--- config.mk ---
export PLATFORM = sky130hd
export DESIGN_NAME = pipeline_scoreboard_flat
export DESIGN_NICKNAME = d
export VERILOG_FILES = /design/src/rtl/pipeline_scoreboard_if.sv /design/src/rtl/pipeline_scoreboard.sv /design/src/flat_wrapper.sv
export SDC_FILE = /design/constraint.sdc
export NUM_CORES = 1
export LEC_CHECK = 0
export BUFFER_PORTS_ARGS = -buffer_cell sky130_fd_sc_hd__buf_2
export CAP_MARGIN = 15
export CORE_ASPECT_RATIO = 0.9
export CORE_UTILIZATION = 60
export DETAILED_ROUTE_END_ITERATION = 7
export PLACE_DENSITY_LB_ADDON = 0.2
export REMOVE_ABC_BUFFERS = 1
export SLEW_MARGIN = 30
export SYNTH_ARGS = -nofsm -noshare
export SYNTH_HDL_FRONTEND = slang
export SYNTH_SLANG_ARGS = --single-unit
--- constraint.sdc ---
create_clock -name clk -period 3.9 [get_ports clk]
set_input_delay 0.195 -clock clk [delete_from_list [all_inputs] [get_ports clk]]
set_output_delay 0.195 -clock clk [all_outputs]
set_load 0.005 [all_outputs]
--- src/rtl/pipeline_scoreboard_if.sv ---
// Issue / write-back / drain signal bundle between the ID stage and the register scoreboard.
// The master side drives issue requests and retirements; the slave side is the scoreboard.
interface pipeline_scoreboard_if #(
    parameter int NREG = 16
);
    localparam int IDX_W = $clog2(NREG);

    logic             issue_valid;
    logic             issue_wb_en;
    logic [IDX_W-1:0] issue_dest;
    logic [IDX_W-1:0] issue_src1;
    logic [IDX_W-1:0] issue_src2;
    logic             issue_two_src;
    logic             freeze;
    logic             wb_valid;
    logic [IDX_W-1:0] wb_dest;
    logic             drain_req;

    logic             hazard;
    logic             issue_fire;
    logic [NREG-1:0]  pending_mask;
    logic             busy;
    logic             drain_done;
    logic             underflow_err;

    modport master (
        output issue_valid, issue_wb_en, issue_dest, issue_src1, issue_src2,
               issue_two_src, freeze, wb_valid, wb_dest, drain_req,
        input  hazard, issue_fire, pending_mask, busy, drain_done, underflow_err
    );

    modport slave (
        input  issue_valid, issue_wb_en, issue_dest, issue_src1, issue_src2,
               issue_two_src, freeze, wb_valid, wb_dest, drain_req,
        output hazard, issue_fire, pending_mask, busy, drain_done, underflow_err
    );
endinterface

--- src/rtl/pipeline_scoreboard.sv ---
// Per-register pending-write scoreboard: stalls issue on RAW or counter-full hazards,
// tracks outstanding writes and offers a drain handshake that waits for all of them to retire.
module pipeline_scoreboard #(
    parameter int NREG  = 16,
    parameter int CNT_W = 2
) (
    input  logic                 clk,
    input  logic                 rst,
    pipeline_scoreboard_if.slave sb
);
    localparam int IDX_W = $clog2(NREG);
    localparam logic [CNT_W-1:0] CNT_MAX = '1;

    typedef enum logic [1:0] {
        IDLE  = 2'd0,
        DRAIN = 2'd1,
        DONE  = 2'd2
    } state_t;

    state_t           state;
    state_t           state_nxt;
    logic [CNT_W-1:0] cnt     [NREG];
    logic [CNT_W-1:0] cnt_nxt [NREG];
    logic [NREG-1:0]  inc_vec;
    logic [NREG-1:0]  dec_vec;
    logic [NREG-1:0]  pending;
    logic             nxt_zero;
    logic             src1_pend;
    logic             src2_pend;
    logic             dest_full;
    logic             hazard;
    logic             issue_fire;
    logic             inc;
    logic             underflow_set;
    logic             underflow_err;

    function automatic logic [CNT_W-1:0] cnt_step(
        input logic [CNT_W-1:0] cur,
        input logic             up,
        input logic             down
    );
        logic [CNT_W-1:0] res;
        res = cur;
        if (up && !down) begin
            res = cur + CNT_W'(1);
        end else if (down && !up) begin
            res = cur - CNT_W'(1);
        end
        return res;
    endfunction

    // Hazard looks only at registered counters; a same-cycle retirement is not bypassed.
    assign src1_pend  = (cnt[sb.issue_src1] != '0);
    assign src2_pend  = sb.issue_two_src && (cnt[sb.issue_src2] != '0);
    assign dest_full  = sb.issue_wb_en && (cnt[sb.issue_dest] == CNT_MAX);
    assign hazard     = sb.issue_valid && (src1_pend || src2_pend || dest_full || (state == DRAIN));
    assign issue_fire = sb.issue_valid && !hazard && !sb.freeze;
    assign inc        = issue_fire && sb.issue_wb_en;

    // A retirement matching a same-cycle issue to that register cancels it, even from zero.
    assign underflow_set = sb.wb_valid && (cnt[sb.wb_dest] == '0)
                           && !(inc && (sb.issue_dest == sb.wb_dest));

    always_comb begin
        inc_vec  = '0;
        dec_vec  = '0;
        nxt_zero = 1'b1;
        for (int i = 0; i < NREG; i++) begin
            inc_vec[i] = inc && (sb.issue_dest == IDX_W'(i));
            dec_vec[i] = sb.wb_valid && (sb.wb_dest == IDX_W'(i))
                         && ((cnt[i] != '0) || inc_vec[i]);
            cnt_nxt[i] = cnt_step(cnt[i], inc_vec[i], dec_vec[i]);
            nxt_zero   = nxt_zero && (cnt_nxt[i] == '0);
        end
    end

    always_comb begin
        pending = '0;
        for (int i = 0; i < NREG; i++) begin
            pending[i] = (cnt[i] != '0);
        end
    end

    always_comb begin
        state_nxt = state;
        case (state)
            IDLE: begin
                if (sb.drain_req) begin
                    state_nxt = (pending != '0) ? DRAIN : DONE;
                end
            end
            DRAIN: begin
                if (nxt_zero) begin
                    state_nxt = DONE;
                end
            end
            DONE:    state_nxt = IDLE;
            default: state_nxt = IDLE;
        endcase
    end

    // State boundary: counters, drain FSM and sticky error.
    always_ff @(posedge clk or negedge rst) begin
        if (!rst) begin
            for (int i = 0; i < NREG; i++) begin
                cnt[i] <= '0;
            end
            state         <= IDLE;
            underflow_err <= 1'b0;
        end else begin
            for (int i = 0; i < NREG; i++) begin
                cnt[i] <= cnt_nxt[i];
            end
            state         <= state_nxt;
            underflow_err <= underflow_err || underflow_set;
        end
    end

    assign sb.hazard        = hazard;
    assign sb.issue_fire    = issue_fire;
    assign sb.pending_mask  = pending;
    assign sb.busy          = (pending != '0);
    assign sb.drain_done    = (state == DONE);
    assign sb.underflow_err = underflow_err;
endmodule

--- src/flat_wrapper.sv ---
// flat-port wrapper written by rule: the top's interface ports become plain ports
module pipeline_scoreboard_flat 
#(
    parameter int NREG  = 16,
    parameter int CNT_W = 2
)
  (clk, rst, sb_issue_valid, sb_issue_wb_en, sb_issue_dest, sb_issue_src1, sb_issue_src2, sb_issue_two_src, sb_freeze, sb_wb_valid, sb_wb_dest, sb_drain_req, sb_hazard, sb_issue_fire, sb_pending_mask, sb_busy, sb_drain_done, sb_underflow_err);
  pipeline_scoreboard_if #(.NREG(NREG)) sb_i ();
  input  logic clk;
  input  logic rst;
  input wire logic [$bits(sb_i.issue_valid)-1:0] sb_issue_valid;
  input wire logic [$bits(sb_i.issue_wb_en)-1:0] sb_issue_wb_en;
  input wire logic [$bits(sb_i.issue_dest)-1:0] sb_issue_dest;
  input wire logic [$bits(sb_i.issue_src1)-1:0] sb_issue_src1;
  input wire logic [$bits(sb_i.issue_src2)-1:0] sb_issue_src2;
  input wire logic [$bits(sb_i.issue_two_src)-1:0] sb_issue_two_src;
  input wire logic [$bits(sb_i.freeze)-1:0] sb_freeze;
  input wire logic [$bits(sb_i.wb_valid)-1:0] sb_wb_valid;
  input wire logic [$bits(sb_i.wb_dest)-1:0] sb_wb_dest;
  input wire logic [$bits(sb_i.drain_req)-1:0] sb_drain_req;
  output wire logic [$bits(sb_i.hazard)-1:0] sb_hazard;
  output wire logic [$bits(sb_i.issue_fire)-1:0] sb_issue_fire;
  output wire logic [$bits(sb_i.pending_mask)-1:0] sb_pending_mask;
  output wire logic [$bits(sb_i.busy)-1:0] sb_busy;
  output wire logic [$bits(sb_i.drain_done)-1:0] sb_drain_done;
  output wire logic [$bits(sb_i.underflow_err)-1:0] sb_underflow_err;
  assign sb_i.issue_valid = sb_issue_valid;
  assign sb_i.issue_wb_en = sb_issue_wb_en;
  assign sb_i.issue_dest = sb_issue_dest;
  assign sb_i.issue_src1 = sb_issue_src1;
  assign sb_i.issue_src2 = sb_issue_src2;
  assign sb_i.issue_two_src = sb_issue_two_src;
  assign sb_i.freeze = sb_freeze;
  assign sb_i.wb_valid = sb_wb_valid;
  assign sb_i.wb_dest = sb_wb_dest;
  assign sb_i.drain_req = sb_drain_req;
  assign sb_hazard = sb_i.hazard;
  assign sb_issue_fire = sb_i.issue_fire;
  assign sb_pending_mask = sb_i.pending_mask;
  assign sb_busy = sb_i.busy;
  assign sb_drain_done = sb_i.drain_done;
  assign sb_underflow_err = sb_i.underflow_err;
  pipeline_scoreboard #(.NREG(NREG), .CNT_W(CNT_W)) u_core (.clk(clk), .rst(rst), .sb(sb_i));
endmodule
Yosys cells after proc, flatten, opt, wreduce, memory -nomap -nowiden
Cells that the tools add are included.
- output and inout bits: 21
- bits in read-only memories: 0
- RAM bits: 0
- latch bits: 0
- register bits after elaboration: 35
- memories kept: 0
- bits of input ports: 24
- div/mod/pow operators: 0
- shift operators: 0
- mux-type cells: 48
- bitwise operators: 4
- reduce and logical (&&, ||, !) cells: 199
- multiply operators: 0
- equality and inequality tests: 36
- add/sub/neg operators: 32
- $lt $le $gt $ge: 4
- operators by type and width (cell ; number):
    $logic_and A1 B1 Y1 ; 104
    $mux W2 ; 43
    $eq A4 B4 Y1 const B ; 16
    $logic_not A2 Y1 ; 18
    $reduce_bool A2 Y1 ; 18
    $logic_not A1 Y1 ; 35
    $add A2 B1 Y2 const B ; 16
    $bmux W2 S4 ; 4
    $eq A4 B3 Y1 const B ; 8
    $sub A2 B1 Y2 const B ; 16
    $ge A5 B5 Y1 const B ; 4
    $logic_or A1 B1 Y1 ; 20
    $not A4 Y5 ; 4
    $eq A4 B2 Y1 const B ; 4
    $reduce_bool A16 Y1 ; 1
    $eq A4 B1 Y1 const B ; 2
    $logic_not A4 Y1 ; 2
    $eq A2 B2 Y1 const B ; 2
    $eq A4 B4 Y1 ; 1
    $pmux W2 S2 ; 1
    $eq A2 B1 Y1 const B ; 1
    $ne A2 B1 Y1 const B ; 1
    $ne A2 B2 Y1 const B ; 1
    $reduce_and A2 Y1 ; 1

Logic depth before layout (Yosys ltp)
- depth after elaboration: 38
- gate-level depth with buffers: 15

Worst setup path after synthesis
OpenSTA, ideal clock, no wires.
- path kind: reg2reg
- start point: reg u_core.cnt[1] (netlist name)
- end point: reg u_core.state[0]
- clock period less this slack: 3.052 ns
- required time: 3.780 ns
- path buffers: 1
- cell stages (with the launch flop): 13
- slack: 0.848 ns
- arrival: 2.933 ns
- cells stage by stage: dfrtp_1 mux4_2 a22oi_1 a22oi_1 a31oi_2 buf_6 nand2_4 or4_4 or3_1 a21oi_1 and4b_1 nand4_1 and3b_1
- cells in the longest elaborated chain, start to end: 37
- elaborated cells between the ends (all ways): 206
- RTL lines (what ; line ; text):
    start, declared ; pipeline_scoreboard.sv:22 ; logic [CNT_W-1:0] cnt [NREG];
    start signal, assigned by index ; pipeline_scoreboard.sv:112 ; cnt[i] <= cnt_nxt[i];
    $bmux W2 S4 ; pipeline_scoreboard.sv:54 ; assign src2_pend = sb.issue_two_src && (cnt[sb.issue_src2] != '0);
    $mux W2 (implied by the code) (2 in a row) ; pipeline_scoreboard.sv:54 ;
    $reduce_bool A2 Y1 ; pipeline_scoreboard.sv:54 ;
    $logic_and A1 B1 Y1 ; pipeline_scoreboard.sv:54 ;
    $logic_or A1 B1 Y1 (3 in a row) ; pipeline_scoreboard.sv:56 ; assign hazard = sb.issue_valid && (src1_pend || src2_pend || dest_full || (state == DRAIN));
    $logic_and A1 B1 Y1 ; pipeline_scoreboard.sv:56 ;
    $logic_not A1 Y1 ; pipeline_scoreboard.sv:57 ; assign issue_fire = sb.issue_valid && !hazard && !sb.freeze;
    $logic_and A1 B1 Y1 (2 in a row) ; pipeline_scoreboard.sv:57 ;
    (+3 left out) ; -- ;
    $logic_and A1 B1 Y1 ; pipeline_scoreboard.sv:71 ; && ((cnt[i] != '0) || inc_vec[i]);
    $logic_and A1 B1 Y1 / $logic_not A1 Y1 (equally long branches) ; pipeline_scoreboard.sv:46, pipeline_scoreboard.sv:44 ;
    $mux W2 / $logic_and A1 B1 Y1 (equally long branches) ; pipeline_scoreboard.sv:46, pipeline_scoreboard.sv:44 ;
    $mux W2 ; pipeline_scoreboard.sv:44 ; if (up && !down) begin
    $logic_not A2 Y1 ; pipeline_scoreboard.sv:73 ; nxt_zero = nxt_zero && (cnt_nxt[i] == '0);
    $logic_and A1 B1 Y1 (15 in a row) ; pipeline_scoreboard.sv:73 ;
    $ne A2 B1 Y1 (no line) ; -- ;
    $reduce_and A2 Y1 (no line) ; -- ;
    end signal, assigned ; pipeline_scoreboard.sv:114 ; state <= state_nxt;
    end, declared ; pipeline_scoreboard.sv:20 ; state_t state;
Parallel ways exist; a longest one is shown, timed or not. The select of a mux whose other input is x is not followed.
A chain may end at the register's enable or synchronous reset.

Final worst setup path
- start point: reg u_core.cnt[10] (netlist name)
- end point: reg u_core.state[0]
Same word-level chain as after synthesis.

==> summary.md <==
| Metric | Value |
|---|---|
| DR pass1 iterations | `7` |
| Seq cells post-synth | `35` |
| Min Clock Period, post-route | `3.77 ns` |
| Routed vias/inst | `6.76` |
| CTS Sinks | `35` |
| Die Y | `77.6 µm` |
| Largest net degree at the start of global routing | `36` |
| Synth cell count leaders | `inv_1 (65), nor2_1 (54), nand2_1 (38)` |
| DR DRC count | `2` |
| Number of setup violations in the final report | `0` |
| Delay-heaviest family, CP | `simple AND/OR/NAND/NOR gates` |
| FP Rows | `27` |
| CP Data Required Time | `4.08 ns` |
| DIE AREA | `6670 µm²` |
| Post-Synthesis Cells | `467` |
| Initial antenna violation count | `0` |
| First-pass GRT wire length | `20600 µm` |
| DIE WIDTH | `86.0 µm` |
| CP bufs+invs | `1` |
| Final setup TNS | `0 ns` |
| IO Pins | `45` |
| Core Area | `6110 µm²` |
| Post-synthesis sequential area ratio | `23.0%` |
| Worst-path cell chain | `mux4_2 -> a22oi_1 -> a22oi_1 -> a31oi_2 -> buf_4 -> nand2_4 -> or4_4 -> or3_1 -> a21oi_1 -> and4b_1 -> nand4_1 -> and3b_1` |
| Crit start category | `flop` |
| Clock Latency Late Sink | `0.30 ns` |
| Max IR drop VDD | `0.000355 V` |
| WL per Instance | `22.1 µm` |
| TritonCTS clock tree | `built` |
| Outcome | `finished, violations left` |
| Post-synthesis cell type count | `65` |
| Unrepaired setup endpoints after global routing | `false` |
| Register share of total power | `27.3%` |
| Fin nets | `553` |
| Max Root-Sink Buffers | `2` |
| CP Max Fanout | `13` |
| Yosys warns | `0` |
| Non-Filler Instances | `601` |
| WS Path Type | `reg -> reg` |
| Multiplexer share of the synthesized area | `15.0%` |
| Most Frequent Cell on Critical Path | `a22oi_1` |
| Post-synthesis xor/xnor area fraction | `4.37%` |
| Port Buffers | `44` |
| Most frequent cell after synthesis | `inv_1` |
| Slew margin rel. | `38.0%` |
| Sw Share | `46.4%` |
| Worst Path Arrival | `3.95 ns` |
| Overall global routing resource usage | `41.6%` |
| Leak | `1.92 nW` |
| # Max-Cap Violations | `0` |
| Remaining Overflow, GRT | `0` |
| Post-synth top area share | `23.0%` |
| Asr flop ratio synth | `100%` |
| N_diodes | `0` |
| Critical Path Sink Type | `flop` |
| Top post-synthesis cells by area | `dfrtp_1 (23%), mux4_2 (11%), inv_1 (6.4%)` |
| Final Hold Fails | `0` |
| Final Max Slew Viols | `0` |
| Setup bufs post-CTS | `0` |
| CP peak stage delay | `0.56 ns` |
| P_sw | `1.19 mW` |
| Adder-cell share of the synthesized area | `5.26%` |
| Detailed-route via count | `4061` |
| Area Overhead vs Synth | `11.9%` |
| Clk root buf | `clkbuf_8` |
| Compound-Gate Fraction of Synth Area | `16.1%` |
| Violated checks | `design-rule violations` |
| Share of synthesized cell area in and, or, nand and nor gates | `27.7%` |
| Iteration-0 DRC Markers | `556` |
| Internal | `1.38 mW` |
| Overall routed net length | `13300 µm` |
| Clk_skew | `0.00683 ns` |
| Cts bufs inserted | `5` |
| Post-DP HPWL | `10500 µm` |
| Share of cells above drive strength 1 | `19.3%` |
| Yosys top cell by area | `dfrtp_1` |
| Post-route ant nets | `0` |
| Avg Cell Area, Syn | `8.16 µm²` |
| Post-synth EDFFs | `0` |
| Dpl cells | `592` |
| Area of the mapped netlist | `3810 µm²` |
| Clock-pin transition on the worst setup and hold timing paths | `0.08 ns` |
| Worst Tran Pin Value | `0.923 ns` |
| Largest family of logic cells by synthesized area | `simple AND/OR/NAND/NOR gates` |
| RePlAce Congestion | `1.11` |
| FMAX | `0.265 GHz` |
| Starting Density | `62.3%` |
| Pwr Density | `604 nW/µm²` |
| Final period util | `96.6%` |
| CP max stage cell | `or4_4` |
| Worst Hold Class | `in -> reg` |
| H-tree depth | `2` |
| Clk pwr share | `13.6%` |
| Synth Flop Type | `dfrtp_1` |
| Combinational fraction of design power | `59.1%` |
| Vias in the first global route | `3926` |
## cells by family (layout without fill, tap and decap cells)
group           Yosys count  in the layout
compound gates           84             84
xor+xnor                 19             19
fa+ha+maj                16             16
buf+inv                  81            128
flops                    35             35
mux                      33             33
simple gates            199            199
## what timing repair did
action,4_1_cts,5_1_grt
setup endpoints to repair,0,1
gates resized for setup,0,1
hold endpoints to repair,0,35
hold buffers,0,1
## per-stage QoR
step	util [%]	worst slack (ns)	cell area [µm²]	hold WS [ns]	power, mW
2_1_floorplan	-	0.494	3720	-0.101	1.61
3_3_place_gp	67.5	0.120	4130	0.349	2.12
3_5_place_dp	67.5	0.106	4130	0.360	2.17
4_1_cts	69.4	0.231	4240	0.0407	2.51
5_1_grt	69.7	0.0213	4260	0.187	2.72
6_report	69.7	0.132	4260	0.187	2.57
## final timing paths
path	from	endpoint	slack, ns	cells after the start
hold reg to reg	u_core.sb.underflow_err$_DFF_PN0_	u_core.sb.underflow_err$_DFF_PN0_	0.47	1
setup reg to reg	u_core.cnt[10]$_DFF_PN0_	u_core.state[0]$_DFFE_PN0P_	0.13	12
min in group asynchronous	rst	u_core.sb.underflow_err$_DFF_PN0_	0.42	2
hold / removal	sb_drain_req	u_core.state[1]$_DFFE_PN0P_	0.19	3
setup / recovery	u_core.cnt[10]$_DFF_PN0_	u_core.state[0]$_DFFE_PN0P_	0.13	12
max in group asynchronous	rst	u_core.state[1]$_DFFE_PN0P_	3.11	2
## state kept, by name, summed over array words and instances (netlist names)
signal	cells
u_core.state	2
u_core.sb.underflow_err	1
u_core.cnt	32
## power by group through the flow
| stage | logic, mW | clock network [mW] | registers, mW |
|---|---|---|---|
| after floorplan | 0.985 | 0 | 0.622 |
| after global placement | 1.43 | 0 | 0.692 |
| after detailed placement | 1.47 | 0 | 0.697 |
| after CTS | 1.48 | 0.347 | 0.691 |
| after global routing | 1.64 | 0.363 | 0.716 |
| final | 1.52 | 0.350 | 0.703 |
## metal layers
metal / track usage (%) / routed length (µm) / vias up
met3: 9.26 / 1690 / 57
li1: - / - / 1797
met2: 63.9 / 5930 / 299
met5: 0 / 0 / -
met1: 56.0 / 5080 / 1908
met4: 19.3 / 575 / 0
## layout by cell type, fill, tap and decap left out, types with 3 or more instances in the layout
cell type	count
inv_1	65
nor2_1	54
buf_2	43
nand2_1	38
dfrtp_1	35
mux4_2	19
xnor2_1	17
ha_1	16
nand4_1	15
nand3_1	12
a21oi_1	12
o21ai_0	12
mux2i_1	12
buf_4	11
nor4_1	10
and3_1	10
or3_1	9
nor3_1	8
a31oi_1	8
nor2b_1	8
a31o_2	5
a22oi_1	5
a211o_1	5
or2_2	5
o211ai_1	5
clkbuf_8	5
and2_1	4
nor3b_1	4
o31ai_1	4
nand3b_1	3
nor4b_1	3
a311o_1	3
and3b_1	3
a21o_1	3
## worst reg2reg max path: cells and delay by family (launching register included)
| kind | cells | cell delay, ns |
|---|---|---|
| buffers and inverters | 1 | 0.26 |
| AND/OR/NAND/NOR | 6 | 1.66 |
| multiplexers | 1 | 0.55 |
| AO/OA/AOI/OAI | 4 | 0.70 |
| flip-flops | 1 | 0.51 |
## layout make-up
class                           instances  area, µm²
Fill cell                             503       1850
Clock inverter                          3       43.8
Sequential cell                        35        876
Multi-Input combinational cell        351       2610
Inverter                               65        244
Clock buffer                            5       68.8
Tap cell                               87        109
Timing Repair Buffer                   55        308
Power figures use the tool's default switching activity.
